### src/rtl/fxp_mult_pipe_if.sv
// Valid/ready stream bundle for the fixed-point multiplier: input sample channel plus result channel.
interface fxp_mult_pipe_if #(
  parameter int DATA_W = 13,
  parameter int COEF_W = 12
);
  logic                     in_valid;
  logic                     in_ready;
  logic signed [DATA_W-1:0] in_a;
  logic signed [COEF_W-1:0] in_b;
  logic                     out_valid;
  logic                     out_ready;
  logic signed [DATA_W-1:0] out_z;
  logic                     out_ovf;

  // Producer of samples / consumer of results
  modport master (
    output in_valid, in_a, in_b, out_ready,
    input  in_ready, out_valid, out_z, out_ovf
  );

  // The multiplier pipeline itself
  modport slave (
    input  in_valid, in_a, in_b, out_ready,
    output in_ready, out_valid, out_z, out_ovf
  );
endinterface

### src/rtl/fxp_mult_pipe.sv
// Three-stage signed fixed-point multiplier: operand register, full product, then
// round/shift with wrap or saturate; a single global advance stalls all stages together.
module fxp_mult_pipe #(
  parameter int DATA_W    = 13,
  parameter int COEF_W    = 12,
  parameter int COEF_FRAC = 10,
  parameter int ROUND     = 0,
  parameter int SAT       = 0
) (
  input  logic           clk,
  input  logic           rst,
  fxp_mult_pipe_if.slave bus,
  input  logic           clr_sticky,
  output logic           ovf_sticky
);

  localparam int unsigned PW = DATA_W + COEF_W;
  localparam int unsigned RW = PW + 1;
  localparam int unsigned HW = RW - DATA_W + 1;
  localparam logic [RW-1:0] RND_ADD = (ROUND != 0) ? (RW'(1) << (COEF_FRAC - 1)) : '0;
  localparam logic [DATA_W-1:0] Z_MAX = {1'b0, {(DATA_W-1){1'b1}}};
  localparam logic [DATA_W-1:0] Z_MIN = {1'b1, {(DATA_W-1){1'b0}}};

  if (COEF_FRAC < 1 || COEF_FRAC > COEF_W - 1) begin : g_bad_frac
    $error("fxp_mult_pipe: COEF_FRAC out of range 1..COEF_W-1");
  end

  logic                     adv_c;
  logic                     v1_q, v2_q, v3_q;
  logic signed [DATA_W-1:0] a_q;
  logic signed [COEF_W-1:0] b_q;
  logic signed [PW-1:0]     p_c, p_q;
  logic signed [RW-1:0]     sum_c, r_c;
  logic        [HW-1:0]     hi_c;
  logic                     ovf_c;
  logic        [DATA_W-1:0] z_c, z_q;
  logic                     ovf_q;
  logic                     sticky_q;

  // The whole pipe moves unless a held result is waiting on the consumer
  assign adv_c         = bus.out_ready || !v3_q;
  assign bus.in_ready  = adv_c;
  assign bus.out_valid = v3_q;
  assign bus.out_z     = z_q;
  assign bus.out_ovf   = ovf_q;
  assign ovf_sticky    = sticky_q;

  // Full-precision signed product
  always_comb begin
    p_c = $signed({{COEF_W{a_q[DATA_W-1]}}, a_q}) * $signed({{DATA_W{b_q[COEF_W-1]}}, b_q});
  end

  // One extra bit ahead of the rounding add keeps it from overflowing
  always_comb begin
    sum_c = $signed({p_q[PW-1], p_q}) + $signed(RND_ADD);
    r_c   = sum_c >>> COEF_FRAC;
    hi_c  = r_c[RW-1:DATA_W-1];
    ovf_c = !((&hi_c) || !(|hi_c));
    z_c   = r_c[DATA_W-1:0];
    if ((SAT != 0) && ovf_c) begin
      z_c = r_c[RW-1] ? Z_MIN : Z_MAX;
    end
  end

  always_ff @(posedge clk) begin
    if (rst) begin
      v1_q     <= 1'b0;
      v2_q     <= 1'b0;
      v3_q     <= 1'b0;
      a_q      <= '0;
      b_q      <= '0;
      p_q      <= '0;
      z_q      <= '0;
      ovf_q    <= 1'b0;
      sticky_q <= 1'b0;
    end else begin
      if (adv_c) begin
        v1_q  <= bus.in_valid;
        a_q   <= bus.in_a;
        b_q   <= bus.in_b;
        v2_q  <= v1_q;
        p_q   <= p_c;
        v3_q  <= v2_q;
        z_q   <= z_c;
        ovf_q <= ovf_c;
      end
      // A transferred overflow beats a simultaneous clear
      if (v3_q && bus.out_ready && ovf_q) begin
        sticky_q <= 1'b1;
      end else if (clr_sticky) begin
        sticky_q <= 1'b0;
      end
    end
  end

endmodule

### src/flat_wrapper.sv
// flat-port wrapper written by rule: the top's interface ports become plain ports
module fxp_mult_pipe_flat 
#(
  parameter int DATA_W    = 13,
  parameter int COEF_W    = 12,
  parameter int COEF_FRAC = 10,
  parameter int ROUND     = 0,
  parameter int SAT       = 0
)
  (clk, rst, clr_sticky, ovf_sticky, bus_in_valid, bus_in_a, bus_in_b, bus_out_ready, bus_in_ready, bus_out_valid, bus_out_z, bus_out_ovf);
  fxp_mult_pipe_if #(.DATA_W(DATA_W), .COEF_W(COEF_W)) bus_i ();
  input  logic clk;
  input  logic rst;
  input  logic clr_sticky;
  output logic ovf_sticky;
  input wire logic [$bits(bus_i.in_valid)-1:0] bus_in_valid;
  input wire logic [$bits(bus_i.in_a)-1:0] bus_in_a;
  input wire logic [$bits(bus_i.in_b)-1:0] bus_in_b;
  input wire logic [$bits(bus_i.out_ready)-1:0] bus_out_ready;
  output wire logic [$bits(bus_i.in_ready)-1:0] bus_in_ready;
  output wire logic [$bits(bus_i.out_valid)-1:0] bus_out_valid;
  output wire logic [$bits(bus_i.out_z)-1:0] bus_out_z;
  output wire logic [$bits(bus_i.out_ovf)-1:0] bus_out_ovf;
  assign bus_i.in_valid = bus_in_valid;
  assign bus_i.in_a = bus_in_a;
  assign bus_i.in_b = bus_in_b;
  assign bus_i.out_ready = bus_out_ready;
  assign bus_in_ready = bus_i.in_ready;
  assign bus_out_valid = bus_i.out_valid;
  assign bus_out_z = bus_i.out_z;
  assign bus_out_ovf = bus_i.out_ovf;
  fxp_mult_pipe #(.DATA_W(DATA_W), .COEF_W(COEF_W), .COEF_FRAC(COEF_FRAC), .ROUND(ROUND), .SAT(SAT)) u_core (.clk(clk), .rst(rst), .bus(bus_i), .clr_sticky(clr_sticky), .ovf_sticky(ovf_sticky));
endmodule
### config.mk
export PLATFORM = sky130hd
export DESIGN_NAME = fxp_mult_pipe_flat
export DESIGN_NICKNAME = d
export VERILOG_FILES = /design/src/rtl/fxp_mult_pipe_if.sv /design/src/rtl/fxp_mult_pipe.sv /design/src/flat_wrapper.sv
export SDC_FILE = /design/constraint.sdc
export NUM_CORES = 1
export LEC_CHECK = 0
export ABC_AREA = 1
export BUFFER_PORTS_ARGS = -buffer_cell sky130_fd_sc_hd__buf_2
export CAP_MARGIN = 20
export CORE_ASPECT_RATIO = 0.75
export CORE_UTILIZATION = 40
export DETAILED_ROUTE_END_ITERATION = 12
export SYNTH_ARGS = -nofsm -noshare
export SYNTH_HDL_FRONTEND = slang
export SYNTH_SLANG_ARGS = --single-unit
### constraint.sdc
create_clock -name clk -period 5.5 [get_ports clk]
set_input_delay 1.65 -clock clk [delete_from_list [all_inputs] [get_ports clk]]
set_output_delay 1.65 -clock clk [all_outputs]
set_load 0.01 [all_outputs]
# Word level (Yosys, flattened, before mapping)
# Index checks and enable logic that the tools add are counted.
[totals]
n_memories = 0
word_cells = 22
ff_bits = 68
latchBits = 0
out_inout_bits = 17
mem_bits_rw = 0
mem_bits_ro = 0
[op_classes]
n_div = 0
n_eq_ne = 0
reduce_logical = 10
shift = 0
bitwise_logic = 0
add_sub_neg = 0
mux = 2
mul = 1
magnitude_cmp = 0
[op_table]
columns = ["cell", "n"]
rows = [
  ["13-bit by 12-bit multiplier with 25-bit output", 1],
  ["1-bit logical NOT", 3],
  ["3-bit AND reduction", 1],
  ["3-bit OR reduction", 1],
  ["1-bit logical AND", 2],
  ["1-bit logical OR", 2],
  ["1-bit two-way mux", 2],
  ["2-bit nonzero test", 1],
]

# Longest topological paths before layout
# Gate-level depths: netlist of the first run.
[depth]
word_depth = 4
ltp_mapped = 27
mapped_depth_nobuf = 26

# Least setup slack after synthesis of the first run
# OpenSTA, ideal clock, no wires.
[synth_timing]
path_type = "flip-flop to flip-flop"
startpoint = "reg u_core.a_q[12]"
endpoint = "reg u_core.p_q[23]"
t_arrival_ns = 4.588
period_less_slack_ns = 4.697
setup_ns = 0.109
n_path_buf = 1
stages_incl_launch_ff = 20
setup_slack_ns = 0.803
cell_sequence = "dfxtp_1 clkbuf_1 nand2_1 fa_1 inv_1 fa_1 inv_1 fa_1 inv_1 fa_1 fa_1 ha_1 inv_1 nor3_2 and2_1 nand3_1 nand4_1 nand3_1 nand2_1 inv_1"
[synth_via]
elab_chain_cells = 1
[synth_lines]
columns = ["item", "line_no", "source"]
rows = [
  ["start: declaration", "fxp_mult_pipe.sv:30", "logic signed [DATA_W-1:0] a_q;"],
  ["start signal: assignment", "fxp_mult_pipe.sv:79", "a_q <= bus.in_a;"],
  ["13-bit by 12-bit multiplier with 25-bit output", "fxp_mult_pipe.sv:50", "p_c = $signed({{COEF_W{a_q[DATA_W-1]}}, a_q}) * $signed({{DATA_W{b_q[COEF_W-1]}}, b_q});"],
  ["end signal: assignment", "fxp_mult_pipe.sv:82", "p_q <= p_c;"],
  ["end: declaration", "fxp_mult_pipe.sv:32", "logic signed [PW-1:0] p_c, p_q;"],
]
# Every way passes these cells.
# A chain may end at the register's enable or synchronous reset.

# Worst setup path in the final report of the first run
[layout_timing]
startpoint = "reg u_core.b_q[0]"
endpoint = "reg u_core.p_q[21]"
[layout_via]
elab_chain_cells = 1
[layout_lines]
columns = ["item", "line_no", "source"]
rows = [
  ["start: declaration", "fxp_mult_pipe.sv:31", "logic signed [COEF_W-1:0] b_q;"],
  ["start signal: assignment", "fxp_mult_pipe.sv:80", "b_q <= bus.in_b;"],
  ["13-bit by 12-bit multiplier with 25-bit output", "fxp_mult_pipe.sv:50", ""],
]
# Every way passes these cells.

==> reports/qor.yml, run 1 <==
wire_per_inst_um: 14.9
io_buffer_count: 46
timing.final.crit_share_pct: 94.7
ys.warnings.count: 0
track_usage_pct: 21.8
dp_worst_setup_slack_ns: 0.170
syn_to_final_growth_pct: 11.2
min_from: "u_core.ovf_sticky$_SDFFE_PP0P_"
crit_path_frequent_cell: "inv_1"
cpMaxStageDelayCell: "fa_1"
worst_pin_slew_ns: 0.734
ys_seq_area_share_pct: 14.3
cts.sinks: 58
worstSetupStartpoint: "u_core.b_q[0]$_SDFFE_PP0P_"
cp-start-kind: "register"
drive_above_1_share_pct: 10.0
syn_inst: 1071
finalHoldViolCount: 0
cts_resized: 0
holdPathStages: 2
drv_slew: 0
synth.net_count: 1297
die_w_um: 166
rsz0062_at_grt: "false"
worstHoldPathType: "reg -> reg"
drtIter0Drc: 463
worst_slack_ns: 0.291
vias: 6545
synth_area_per_cell_um2: 7.57
min_period_ns: 5.21
async_flop_share_pct: 0
ctsHoldBuffers: 0
maxCapViolCount: 0
crit_fanout: 7
grt.overflow.total: 0
place_congestion: 0.945
vias_per_cell: 4.78
vdd_ir_drop_max_mv: 0.155
grt_pass1_wl_mm: 35.1
leakage_uw: 0.00514
cpPeakStageDelay_ns: 0.56
cts_tree: "done"
path_class: "reg -> reg"
status: "complete, but fails checks"
nNetsFinal: 1338
synth_area_mm2: 0.00811
ys_ff_latch: 58
post_cts_buffers: 0
ys_types: 33
violations: "design-rule violations"
crit_arrival_ns: 5.45
timing.rr.start: "u_core.b_q[0]$_SDFFE_PP0P_"
end_kind: "register"
reg2reg_slack_ns: 0.29
h-tree-depth: 3
hold_end: "u_core.ovf_sticky$_SDFFE_PP0P_"
clkTransAtPathRegs_ns: 0.06
wl_mm: 20.5
yosys_most_used_dff: "dfxtp_1"
grt_max_degree: 64
fin_tns_setup_ns: 0
multi_input_area_mm2: 0.00576
final.setup_skew_ns: 0.0116
max_freq_mhz: 192
grt_pass1_vias: 6764
dp_hpwl_mm: 16.8
postRouteAntennaNets: 0
ff2ff_path_depth: 19
die_h_um: 125
ioPinCount: 47
drc_errors: 2
antenna_found_initial: 0
numCtsBuffers: 9
clk_root_buffer_cell: "clkbuf_16"
cp.required_ns: 5.74
cts_buffer_depth: 2
fillCellCount: 1984
std_cell_rows: 44
max_slew_margin_pct: 51.0
seq_area_mm2: 0.00116
power.density_mw_per_mm2: 285
start_util_pct: 41.4
die_area_mm2: 0.0209
worstReg2RegEnd: "u_core.p_q[21]$_SDFFE_PP0P_"
setup-violations-final: 0
path_cells: "nand2_1 > fa_1 > inv_1 > ha_1 > inv_1 > fa_1 > inv_1 > fa_1 > inv_1 > fa_1 > inv_1 > ha_1 > nand2_1 > o21ai_0 > a21oi_1 > nand3_1 > nand3_1 > nand2_1 > inv_1"
dr.pass1.iters: 9
antenna_cells: 0
clk_latency_ns: 0.34
synth_edf_count: 0
coreArea_mm2: 0.0196
## layer usage
| layer | vias up | wire [µm] | global-route usage, % |
|---|---|---|---|
| li1 | 3197 | - | - |
| met1 | 3174 | 9930 | 31.1 |
| met2 | 160 | 9260 | 35.0 |
| met3 | 14 | 1080 | 3.48 |
| met4 | 0 | 204 | 4.25 |
| met5 | - | 0 | 0 |
## cell usage in the layout, fill, tap and decap left out, types with 2 or more instances in the layout
cell / n
nor2_2: 4
inv_1: 271
nor3_1: 5
nand4_1: 3
clkbuf_16: 9
inv_2: 3
xor2_1: 7
nor2_1: 102
o21bai_1: 5
dfxtp_2: 2
nand3_1: 23
buf_2: 46
xnor2_1: 5
o21ai_0: 64
inv_6: 2
ha_1: 50
o21ai_1: 3
a21oi_1: 27
or2_2: 2
dfxtp_1: 56
buf_4: 25
nand2_1: 231
clkinvlp_4: 4
nand2_2: 7
fa_1: 146
nor3_2: 2
## cell type report
cell class / count / share of cell area, %
multi-input cells: 697 / 63.9
inverters: 274 / 11.4
clock inverters: 7 / 0.860
clock buffers: 9 / 2.50
flip-flops and latches: 58 / 12.9
well taps: 253 / 3.51
repair buffers: 72 / 4.94
## sequential cells by signal, summed over array words and instances, names as in the netlist
name,cells
u_core.p_q,15
u_core.bus.out_ovf,1
u_core.ovf_sticky,1
u_core.b_q,12
u_core.bus.out_z,13
u_core.a_q,13
u_core.v2_q,1
u_core.bus.out_valid,1
u_core.v1_q,1
## logic make-up (layout without fill, tap and decap cells)
kind of cell,Yosys count,count (layout),synth area share [%]
AND/OR/NAND/NOR,383,383,19.0
flip-flops,58,58,14.3
XOR/XNOR,12,12,1.30
buffers and inverters,316,362,14.7
adder cells (fa/ha/maj),196,196,43.8
AO/OA/AOI/OAI,106,106,6.94
## synthesized netlist by cell type (7+ instances only)
cell type,n,area (µm²)
clkbuf_1,40,150
dfxtp_1,58,1160
nand2_2,7,43.8
a21oi_1,27,135
nand2_1,231,867
fa_1,146,2920
inv_1,271,1020
nand3_1,23,115
ha_1,50,626
o21ai_0,64,320
nor2_1,102,383
xor2_1,7,61.3
## how the worst max path moves through the flow
| stage | to | slack, ns |
|---|---|---|
| 2_1_floorplan | u_core.p_q[23]$_SDFFE_PP0P_ | 0.80 |
| 3_5_place_dp | u_core.p_q[21]$_SDFFE_PP0P_ | 0.17 |
| 6_report | u_core.p_q[21]$_SDFFE_PP0P_ | 0.29 |
| 5_1_grt | u_core.p_q[21]$_SDFFE_PP0P_ | 0.02 |
| 4_1_cts | u_core.p_q[21]$_SDFFE_PP0P_ | 0.15 |
| 3_3_place_gp | u_core.p_q[21]$_SDFFE_PP0P_ | 0.15 |
## worst max-delay path: cells and delay by family, from the launching register on
family	cells	cell delay [ns]
buf+inv	6	0.42
compound gates	2	0.58
fa+ha+maj	6	2.90
simple gates	5	0.72
flops	1	0.49
## power by group
| part | total (µW) | switching [µW] | internal (µW) |
|---|---|---|---|
| Combinational | 1390 | 871 | 519 |
| Sequential | 585 | 81.4 | 504 |
| Clock | 594 | 240 | 354 |
| Total | 2570 | 1190 | 1380 |
## stage by stage
step	util [%]	cells	hold slack, ns	power [µW]	instance area, µm²
6_report	46.0	1370	0.470	2570	9020
5_1_grt	46.0	1370	0.495	2830	9020
4_1_cts	45.9	1369	0.471	2590	8990
3_5_place_dp	44.3	1353	0.462	1980	8690
3_3_place_gp	44.3	1353	0.449	1970	8690
2_1_floorplan	-	1071	0.441	1600	8110
No activity file was read; power rests on OpenSTA's default activity.
==> inputs of run 2 (changes only) <==
ABC_CLOCK_PERIOD_IN_PS = 5500   (was not set)
CORE_UTILIZATION = 30   (was 40)
==> reports/qor.yml, run 2 (synthesis gave the netlist of run 1 again) <==
status: "completed"  # was complete, but fails checks
dp_hpwl_mm: 17.5  # was 16.8 mm
cpPeakStageDelay_ns: 0.64  # was 0.56 ns
worst_pin_slew_ns: 0.771  # was 0.734 ns
std_cell_rows: 51  # was 44
max_freq_mhz: 192  # about the same
dr.pass1.iters: 5  # was 9
die_h_um: 144  # was 125 µm
start_util_pct: 30.9  # was 41.4%
wire_per_inst_um: 14.6  # was 14.9 µm
path_class: "reg -> reg"  # unchanged
setup-violations-final: 0  # unchanged
grt.overflow.total: 0  # unchanged
busiest_layer: "met2"  # unchanged
most-common-layout-cells: "inv_1 (271), nand2_1 (231), fa_1 (145), nor2_1 (102), o21ai_0 (64)"  # was inv_1 (271), nand2_1 (231), fa_1 (146), nor2_1 (102), o21ai_0 (64)
finalHoldViolCount: 0  # unchanged
end_kind: "register"  # unchanged
timing.final.crit_share_pct: 94.6  # was 94.7%
worstHoldPathType: "reg -> reg"  # unchanged
drv_slew: 0  # unchanged
crit_path_frequent_cell: "inv_1"  # unchanged
drc_errors: 0  # was 2
grt_pass1_wl_mm: 35.4  # was 35.1 mm
cts_buffer_depth: 2  # unchanged
fin_tns_setup_ns: 0  # unchanged
drive_above_1_share_pct: 9.86  # was 10.0%
cpMaxStageDelayCell: "fa_2"  # was fa_1
rsz0062_at_grt: "false"  # unchanged
path_buf_inv: 8  # was 6
fillCellCount: 2774  # was 1984
clk_root_buffer_cell: "clkbuf_16"  # unchanged
die_area_mm2: 0.0277  # was 0.0209 mm²
max_slew_margin_pct: 48.5  # was 51.0%
vias: 6614  # was 6545
path_cells: "buf_4 > nand2_1 > inv_1 > fa_2 > inv_1 > fa_1 > inv_1 > fa_1 > inv_1 > fa_1 > inv_1 > fa_1 > ha_1 > inv_1 > nor3_2 > and2_1 > nand3_1 > nand4_1 > nand3_1 > nand2_1 > inv_1"  # was nand2_1 > fa_1 > inv_1 > ha_1 > inv_1 > fa_1 > inv_1 > fa_1 > inv_1 > fa_1 > inv_1 > ha_1 > nand2_1 > o21ai_0 > a21oi_1 > nand3_1 > nand3_1 > nand2_1 > inv_1
grt_max_degree: 64  # unchanged
timing.rr.start: "u_core.b_q[7]$_SDFFE_PP0P_"  # was u_core.b_q[0]$_SDFFE_PP0P_
grtUsageMet3_pct: 3.08  # was 3.48%
maxCapViolCount: 0  # unchanged
reg2reg_slack_ns: 0.30  # was 0.29 ns
multi_input_area_mm2: 0.00576  # about the same
wl_mm: 21.3  # was 20.5 mm
final_common_cell: "inv_1"  # unchanged
die_w_um: 192  # was 166 µm
final.setup_skew_ns: 0.0108  # was 0.0116 ns
grt_pass1_vias: 6818  # was 6764
fin_area_mm2: 0.00907  # was 0.00902 mm²
crit_fanout: 10  # was 7
numCtsBuffers: 9  # unchanged
grtUsageMet1_pct: 23.6  # was 31.1%
syn_to_final_growth_pct: 11.9  # was 11.2%
cp.required_ns: 5.74  # about the same
min_from: "u_core.v2_q$_SDFFE_PP0P_"  # was u_core.ovf_sticky$_SDFFE_PP0P_
clk_latency_ns: 0.35  # was 0.34 ns
cts_tree: "done"  # unchanged
leakage_uw: 0.00512  # was 0.00514 µW
cpLargestDelayFamily: "adder cells"  # unchanged
antenna_cells: 0  # unchanged
io_buffer_count: 46  # unchanged
regMostFlops: "u_core.p_q"  # unchanged
crit_arrival_ns: 5.44  # was 5.45 ns
seq_area_mm2: 0.00116  # about the same
groute.layer.met2.usage_pct: 26.4  # was 35.0%
power.density_mw_per_mm2: 280  # was 285 mW/mm²
placed_cell_area_mm2: 0.00880  # was 0.00869 mm²
track_usage_pct: 16.7  # was 21.8%
coreArea_mm2: 0.0262  # was 0.0196 mm²
cp-start-kind: "register"  # unchanged
cts.sinks: 58  # unchanged
drtIter0Drc: 339  # was 463
postRouteAntennaNets: 0  # unchanged
min_period_ns: 5.20  # was 5.21 ns
ioPinCount: 47  # unchanged
worstSetupStartpoint: "u_core.b_q[7]$_SDFFE_PP0P_"  # was u_core.b_q[0]$_SDFFE_PP0P_
final_util_pct: 34.6  # was 46.0%
vias_per_cell: 4.53  # was 4.78
antenna_found_initial: 0  # unchanged
largest_reg_flops: 15  # unchanged
vdd_ir_drop_max_mv: 0.143  # was 0.155 mV
h-tree-depth: 3  # unchanged
clkTransAtPathRegs_ns: 0.06  # about the same
nNetsFinal: 1337  # was 1338
place_congestion: 0.884  # was 0.945
ctsHoldBuffers: 0  # unchanged
[run 2: cell count changes in the layout (fill, tap and decap cells not counted), sizes merged]
cell | before | now
clkinv | 0 | 3
clkinvlp | 4 | 0
buf | 72 | 71
clkbuf | 9 | 13
inv | 276 | 274
bufinv | 1 | 0
[run 2: report_power, final]
group          switching [µW]  internal, µW  leakage (µW)  total, µW
Sequential               77.0           504      0.000482        581
Combinational             901           517       0.00451       1420
Clock                     222           316      0.000133        538
[run 2: worst reg2reg max path, stage by stage, from the launching register on]
cell and delay [ns]:
dfxtp_1 0.50, buf_4 0.26, nand2_1 0.05, inv_1 0.08, fa_2 0.64, inv_1 0.12, fa_1 0.51, inv_1 0.06
fa_1 0.49, inv_1 0.05, fa_1 0.49, inv_1 0.05, fa_1 0.43, ha_1 0.41, inv_1 0.11, nor3_2 0.20
and2_1 0.19, nand3_1 0.12, nand4_1 0.11, nand3_1 0.08, nand2_1 0.10, inv_1 0.05
[run 2: layout make-up]
cell class              count  area share [%]
repair buffers             71            4.61
flip-flops and latches     58            12.8
clock inverters             3           0.166
well taps                 344            4.74
inverters                 274            11.3
clock buffers              13            2.76
multi-input cells         697            63.5
[run 2: repair_timing]
| item | in CTS | in global routing |
|---|---|---|
| gates resized for setup | 0 | 4 |
| setup buffers | 0 | 0 |
| setup endpoints to repair | 0 | 8 |
[run 2: metal layers]
layer / part of all wire, % / wire length (µm)
met1: 48 / 10200
met2: 45 / 9550
met3: 5.7 / 1200
met4: 1.2 / 258
met5: 0 / 0
[run 2: path summary, 6_finish.rpt]
kind | to | depth (start not counted)
max | u_core.p_q[23]$_SDFFE_PP0P_ | 21
min | u_core.bus.out_valid$_SDFFE_PP0P_ | 2
max reg2reg | u_core.p_q[23]$_SDFFE_PP0P_ | 21
min reg2reg | u_core.bus.out_valid$_SDFFE_PP0P_ | 2
[run 2: stage by stage]
| step | total power [µW] | hold WS (ns) | setup slack (ns) | std cells |
|---|---|---|---|---|
| floorplan | 1600 | 0.441 | 0.803 | 1071 |
| global placement | 1990 | 0.445 | 0.168 | 1444 |
| finish | 2540 | 0.471 | 0.297 | 1460 |
| global route | 2790 | 0.503 | 0.00624 | 1460 |
| detailed placement | 2000 | 0.457 | 0.169 | 1444 |
| CTS | 2560 | 0.469 | 0.134 | 1460 |
